<file path="config.mk">
export PLATFORM = sky130hd
export DESIGN_NAME = mmio_io_bank
export DESIGN_NICKNAME = d
export VERILOG_FILES = /design/src/rtl/mmio_io_bank.sv
export SDC_FILE = /design/constraint.sdc
export NUM_CORES = 1
export LEC_CHECK = 0
export BUFFER_PORTS_ARGS = -buffer_cell sky130_fd_sc_hd__buf_2
export CAP_MARGIN = 20
export CORE_UTILIZATION = 43
export CTS_CLUSTER_DIAMETER = 50
export DETAILED_ROUTE_END_ITERATION = 8
export GPL_TIMING_DRIVEN = 0
export MAX_ROUTING_LAYER = met4
export PLACE_DENSITY_LB_ADDON = 0.08
export SETUP_SLACK_MARGIN = 0.3
export SLEW_MARGIN = 20
export SYNTH_ARGS = -nofsm -noshare
export SYNTH_HDL_FRONTEND = slang
export SYNTH_SLANG_ARGS = --single-unit
</file>
<file path="constraint.sdc">
create_clock -name clock -period 11 [get_ports clock]
set_clock_uncertainty 0.2 [all_clocks]
set_input_delay 2.2 -clock clock [delete_from_list [all_inputs] [get_ports clock]]
set_output_delay 2.2 -clock clock [all_outputs]
set_load 0.05 [all_outputs]
</file>
<file path="src/rtl/mmio_io_bank.sv">
// mmio_io_bank
// Memory-mapped I/O bank that sits beside data RAM on the processor's data
// port. It gives the processor synchronised input words, writable output
// registers, sticky rising-edge flags (e.g. button presses) and a
// free-running frame-tick counter for game timing. Read data comes back one
// cycle after the address, like RAM, so the wrapper can pick between
// dataOut and RAM data using hit.
//
// Register window (word offset inside the 64-word window at BASE_ADDR):
//   0x00+i  input word i (synchronised), read-only
//   0x10+j  output register j, read/write
//   0x20    edge flags, read-only, cleared by a plain read
//   0x21    frame tick counter, read/write (a write also restarts the prescaler)
//   0x22    status {31'b0, tick_pending}, read-only, cleared by a plain read
//   anything else reads 0 and ignores writes
//
// Ports:
//   clock    in   1           system clock, all logic on posedge
//   reset    in   1           asynchronous, active-high
//   wEn      in   1           data-memory write enable
//   addr     in   12          data-memory word address
//   dataIn   in   32          data-memory write data
//   dataOut  out  32          registered read data
//   hit      out  1           registered: previous address was in this window
//   in_bus   in   NUM_IN*32   external inputs, channel i at [32i+31:32i]
//   out_bus  out  NUM_OUT*32  output registers, channel j at [32j+31:32j]
//   tick     out  1           one-cycle pulse at each frame tick

module mmio_io_bank #(
    parameter int          NUM_IN      = 2,
    parameter int          NUM_OUT     = 2,
    parameter logic [11:0] BASE_ADDR   = 12'hF00,
    parameter int          TICK_DIV    = 500000,
    parameter int          SYNC_STAGES = 2
) (
    input  logic                    clock,
    input  logic                    reset,
    input  logic                    wEn,
    input  logic [11:0]             addr,
    input  logic [31:0]             dataIn,
    output logic [31:0]             dataOut,
    output logic                    hit,
    input  logic [NUM_IN*32-1:0]    in_bus,
    output logic [NUM_OUT*32-1:0]   out_bus,
    output logic                    tick
);

    localparam int            PW         = $clog2(TICK_DIV);
    localparam logic [PW-1:0] PRESC_LAST = PW'(TICK_DIV - 1);

    localparam logic [5:0] OFF_EDGE = 6'h20;
    localparam logic [5:0] OFF_TCNT = 6'h21;
    localparam logic [5:0] OFF_STAT = 6'h22;

    // State registers
    logic [NUM_IN*32-1:0]  sync_q [SYNC_STAGES];
    logic [NUM_IN*32-1:0]  sync_d [SYNC_STAGES];
    logic [NUM_IN-1:0]     in_prev_q, in_prev_d;
    logic [NUM_IN-1:0]     edge_q, edge_d;
    logic [NUM_OUT*32-1:0] out_q, out_d;
    logic [31:0]           tcnt_q, tcnt_d;
    logic [PW-1:0]         presc_q, presc_d;
    logic                  pend_q, pend_d;
    logic                  tick_q, tick_d;
    logic [31:0]           data_out_q, data_out_d;
    logic                  hit_q, hit_d;

    // Decode and helper signals
    logic                  sel;
    logic [5:0]            off;
    logic                  do_write;
    logic                  do_read;
    logic                  tcnt_wr;
    logic                  wrap;
    logic                  tick_set;
    logic [NUM_IN*32-1:0]  in_sync;
    logic [NUM_IN-1:0]     rise;
    logic [31:0]           rd_data;

    assign in_sync = sync_q[SYNC_STAGES-1];

    // Address decode. A "read" that clears sticky bits is only a cycle with
    // wEn low; a write cycle still returns data but never clears anything.
    always_comb begin
        sel      = (addr[11:6] == BASE_ADDR[11:6]);
        off      = addr[5:0];
        do_write = sel & wEn;
        do_read  = sel & ~wEn;
        tcnt_wr  = do_write && (off == OFF_TCNT);
        wrap     = (presc_q == PRESC_LAST);
        // A counter load in the same cycle as a wrap takes priority, so the
        // wrap side effects are dropped entirely.
        tick_set = wrap & ~tcnt_wr;
    end

    // Input synchroniser chains and rising-edge detection on bit 0 of each
    // synchronised word.
    always_comb begin
        sync_d[0] = in_bus;
        for (int s = 1; s < SYNC_STAGES; s++) begin
            sync_d[s] = sync_q[s-1];
        end
        in_prev_d = '0;
        rise      = '0;
        for (int i = 0; i < NUM_IN; i++) begin
            in_prev_d[i] = in_sync[i*32];
            rise[i]      = in_sync[i*32] & ~in_prev_q[i];
        end
    end

    // Sticky flags: a clearing read and a new event in the same cycle leave
    // the flag set, so no press or tick is ever lost.
    always_comb begin
        edge_d = ((do_read && (off == OFF_EDGE)) ? '0 : edge_q) | rise;
        pend_d = ((do_read && (off == OFF_STAT)) ? 1'b0 : pend_q) | tick_set;
    end

    // Prescaler and frame tick counter.
    always_comb begin
        presc_d = presc_q + PW'(1);
        tcnt_d  = tcnt_q;
        tick_d  = 1'b0;
        if (tcnt_wr) begin
            presc_d = '0;
            tcnt_d  = dataIn;
        end else if (wrap) begin
            presc_d = '0;
            tcnt_d  = tcnt_q + 32'd1;
            tick_d  = 1'b1;
        end
    end

    // Output registers; offsets beyond NUM_OUT simply never match.
    always_comb begin
        out_d = out_q;
        for (int j = 0; j < NUM_OUT; j++) begin
            if (do_write && (off == 6'(16 + j))) begin
                out_d[j*32 +: 32] = dataIn;
            end
        end
    end

    // Read mux, built from current (pre-write) register values.
    always_comb begin
        rd_data = '0;
        for (int i = 0; i < NUM_IN; i++) begin
            if (off == 6'(i)) begin
                rd_data = in_sync[i*32 +: 32];
            end
        end
        for (int j = 0; j < NUM_OUT; j++) begin
            if (off == 6'(16 + j)) begin
                rd_data = out_q[j*32 +: 32];
            end
        end
        case (off)
            OFF_EDGE: rd_data = 32'(edge_q);
            OFF_TCNT: rd_data = tcnt_q;
            OFF_STAT: rd_data = {31'b0, pend_q};
            default:  ;
        endcase
        data_out_d = sel ? rd_data : 32'd0;
        hit_d      = sel;
    end

    always_ff @(posedge clock or posedge reset) begin
        if (reset) begin
            for (int s = 0; s < SYNC_STAGES; s++) begin
                sync_q[s] <= '0;
            end
            in_prev_q  <= '0;
            edge_q     <= '0;
            out_q      <= '0;
            tcnt_q     <= '0;
            presc_q    <= '0;
            pend_q     <= 1'b0;
            tick_q     <= 1'b0;
            data_out_q <= '0;
            hit_q      <= 1'b0;
        end else begin
            for (int s = 0; s < SYNC_STAGES; s++) begin
                sync_q[s] <= sync_d[s];
            end
            in_prev_q  <= in_prev_d;
            edge_q     <= edge_d;
            out_q      <= out_d;
            tcnt_q     <= tcnt_d;
            presc_q    <= presc_d;
            pend_q     <= pend_d;
            tick_q     <= tick_d;
            data_out_q <= data_out_d;
            hit_q      <= hit_d;
        end
    end

    assign dataOut = data_out_q;
    assign hit     = hit_q;
    assign out_bus = out_q;
    assign tick    = tick_q;

endmodule

</file>
==> flow_summary.yaml <==
drt:
  remaining_drc_errors: 0
  vias_per_cell: 5.23
  drt_iter0_drc: 663
  vias: 7397
  ant_nets: 0
  totalWireLength_mm: 26.9
  wl_per_cell_microns: 19.0
  dr.pass1.iters: 8
clocking:
  path_clk_slew_ps: 50
  cts_buffers: 35
  clock_sinks: 282
  cts_max_path_buffers: 3
  clock-root-buffer: "clkbuf_16"
  htree_levels: 2
  cts-resized-gates: 0
  cts_setup_buffers: 0
  clock_latency_ps: 500
  tritoncts: "done"
  hold_buffers: 0
job:
  maxCapViolCount: 0
yosys:
  synthDistinctLibCells: 54
  ys_warn_count: 0
  synth_cells: 820
  async_flop_share: 1.00
  netlist.area_leader.share: 0.654
  synth_top_family_by_area: "simple AND/OR/NAND/NOR gates"
  synthAdderAreaFrac: 0.00232
  synth-xor-area-share: 0.0292
  synth_ff_type: "dfrtp_1"
  synth_area_leaders: "dfrtp_1, mux2_1, mux2_2"
  avgSynthCellArea_sq_um: 13.2
  synth_edf_count: 0
  syn_area_sq_um: 10800
  synth_top_area_cell: "dfrtp_1"
  ys_seq_area_frac: 0.654
  synth-seq-cells: 282
  synthMuxAreaShare: 0.103
  synth-simple-area-share: 0.112
  synth_compound_area_frac: 0.0719
  syn_nets: 933
placed_design:
  numPortBuffers: 207
  gp_congestion: 0.875
  dpl_cell_area_sq_um: 12300
  dp.cells: 1353
  hpwl_mm: 18.6
critical_path:
  endpoint_kind: "flip-flop"
  worstPathRequired_ps: 11220
  worstPathArrival_ps: 4310
  cp_max_fo: 10
  reg2reg_slack_ps: 8590
  cp_slowest_stage_delay_ps: 730
  critPathLaunchType: "input port"
  crit_path_cell_trace: "buf_2, nand4_1, nor3_1, and4b_1, clkbuf_1, nand2_1, o21ai_1"
  path_class: "input port to flip-flop"
  slowest_stage: "nor3_1"
finish:
  drive_above_1_share: 0.310
  diodes: 0
  final_cells: 1413
  multi_input_area_sq_um: 3440
  final.fill_count: 2147
  final_area_sq_um: 13500
  seq_area_sq_um: 7060
  syn_to_final_growth_pct: 24.7
  final_nets: 1179
run_status:
  outcome: "completed"
timing:
  hold_viol: 0
  min_period_ps: 4100
  slew_viol_final: 0
  setup_tns_ps: 0
  worstMarginPinSlew_ps: 905
  max-slew-margin-rel: 0.392
  setup_violations: 0
  fin_crit_sh: 0.372
  fmax_mhz: 244
  rsz0062_at_grt: "no"
floorplan:
  die-area_sq_um: 25700
  ios: 209
  rows: 57
  die_w_microns: 160
  design.core.area_sq_um: 24500
  fp.dieH_microns: 160
  initial_core_util: 0.441
hold_path:
  hp-class: "flip-flop to flip-flop"
power_and_ir_drop:
  switchingPower_mw: 0.507
  ir_drop_mv: 0.118
  p_int_mw: 1.83
  leakage_nw: 6.45
  cellPowerDensity_nw_per_um2: 174
  p_seq_frac: 0.469
  p_sw_frac: 0.217
  power_frac_comb: 0.046
  pwr-share-clk: 0.485
grt:
  grt_overflow: 0
  grt_max_degree: 108
  grt_pass1_wl_mm: 42.6
  grt_usage: 0.222
  grt_pass1_vias: 7420
  antenna_found_initial: 0
## synth_stat cells, drive strengths merged, types with 7 or more instances
cell type and instances:
a222oi 29, xnor2 16, xor2 20, and4 7
buf 24, nand4 18, nor3 12, dfrtp 282
a21oi 9, and3 11, inv 10, nor2 44
a31oi 12, or3 12, mux2 97, nand2 68
o21ai 61, nand3 30, clkbuf 22
## placed cells by master (no fill, tap or decap), drive strengths merged, types with 2 or more instances in the layout
| cell | synthesis | routed |
|---|---|---|
| nand2 | 68 | 68 |
| or3 | 12 | 12 |
| or2 | 3 | 3 |
| and3 | 11 | 11 |
| and2 | 5 | 5 |
| dfrtp | 282 | 282 |
| nand4 | 18 | 18 |
| nor4b | 3 | 3 |
| nor4 | 5 | 5 |
| buf | 24 | 233 |
| nor2 | 44 | 44 |
| nor3 | 12 | 12 |
| clkbuf | 22 | 72 |
| a21oi | 9 | 9 |
| mux2i | 2 | 2 |
| mux2 | 97 | 97 |
| o22ai | 3 | 3 |
| and4 | 7 | 7 |
| xnor2 | 16 | 16 |
| ha | 2 | 2 |
| nand3 | 30 | 30 |
| a222oi | 29 | 29 |
| o21ai | 61 | 61 |
| inv | 10 | 13 |
| bufinv | 0 | 3 |
| xor2 | 20 | 20 |
| clkinv | 0 | 3 |
| a31oi | 12 | 12 |
| and4b | 2 | 2 |
## worst max-delay path: cells and delay by family
| kind | cells | cell delay [ps] |
|---|---|---|
| buf+inv | 2 | 520 |
| compound gates | 1 | 110 |
| simple gates | 4 | 1470 |
## power groups by stage
stage                     clock [mW]  sequential (mW)  combinational, mW
after global routing            1.21             1.10              0.122
after floorplan                    0             1.11             0.0593
after CTS                       1.16             1.10              0.111
after detailed placement           0             1.12              0.110
after global placement             0             1.12              0.107
final                           1.14             1.10              0.109
## cell families (layout without fill, tap and decap cells)
logic type      after synthesis  count (layout)
mux                          99              99
compound gates              119             119
flops                       282             282
fa+ha+maj                     2               2
simple gates                226             226
xor+xnor                     36              36
buf+inv                      56             325
## stage by stage
| step | setup WS [ps] | utilization | power [mW] | hold slack (ps) |
|---|---|---|---|---|
| global route | 6720 | 0.550 | 2.43 | 146 |
| finish | 6900 | 0.550 | 2.34 | 144 |
| detailed placement | 6320 | 0.503 | 1.23 | 135 |
| global placement | -2270 | 0.500 | 1.22 | 132 |
| floorplan | 821 | - | 1.17 | 131 |
| CTS | 6840 | 0.550 | 2.37 | 145 |
## cell type report
class	count	share of cell area
Tap cell	324	0.0301
Sequential cell	282	0.524
Buffer	46	0.0195
Clock buffer	50	0.0754
Clock inverter	10	0.0108
Inverter	10	0.00335
Multi-Input combinational cell	482	0.256
Timing Repair Buffer	209	0.0811
## layer usage
metal	part of all wire	vias to the layer above	global-route usage
met5	0	-	-
met4	0.015	0	0.0506
met3	0.048	37	0.0333
met2	0.49	216	0.348
met1	0.45	3709	0.306
li1	-	3435	-
## worst paths after layout
path	startpoint	to	cells past startpoint
max	addr[10]	dataOut[19]	7
min	sync_d[49]	in_sync[49]	0
max reg2reg	presc_q[0]	tcnt_q[17]	8
min reg2reg	sync_d[49]	in_sync[49]	0
max in group asynchronous	reset	in_sync[0]	3
min in group asynchronous	reset	sync_d[15]	2
## flip-flops by register name, indices dropped and copies added, names as in the netlist
signal	flops
presc_q	19
in_sync	64
edge_q	2
hit	1
dataOut	32
in_prev_q	2
sync_d	64
pend_q	1
out_bus	64
tcnt_q	32
tick	1
(Power assumes the default switching activity.)
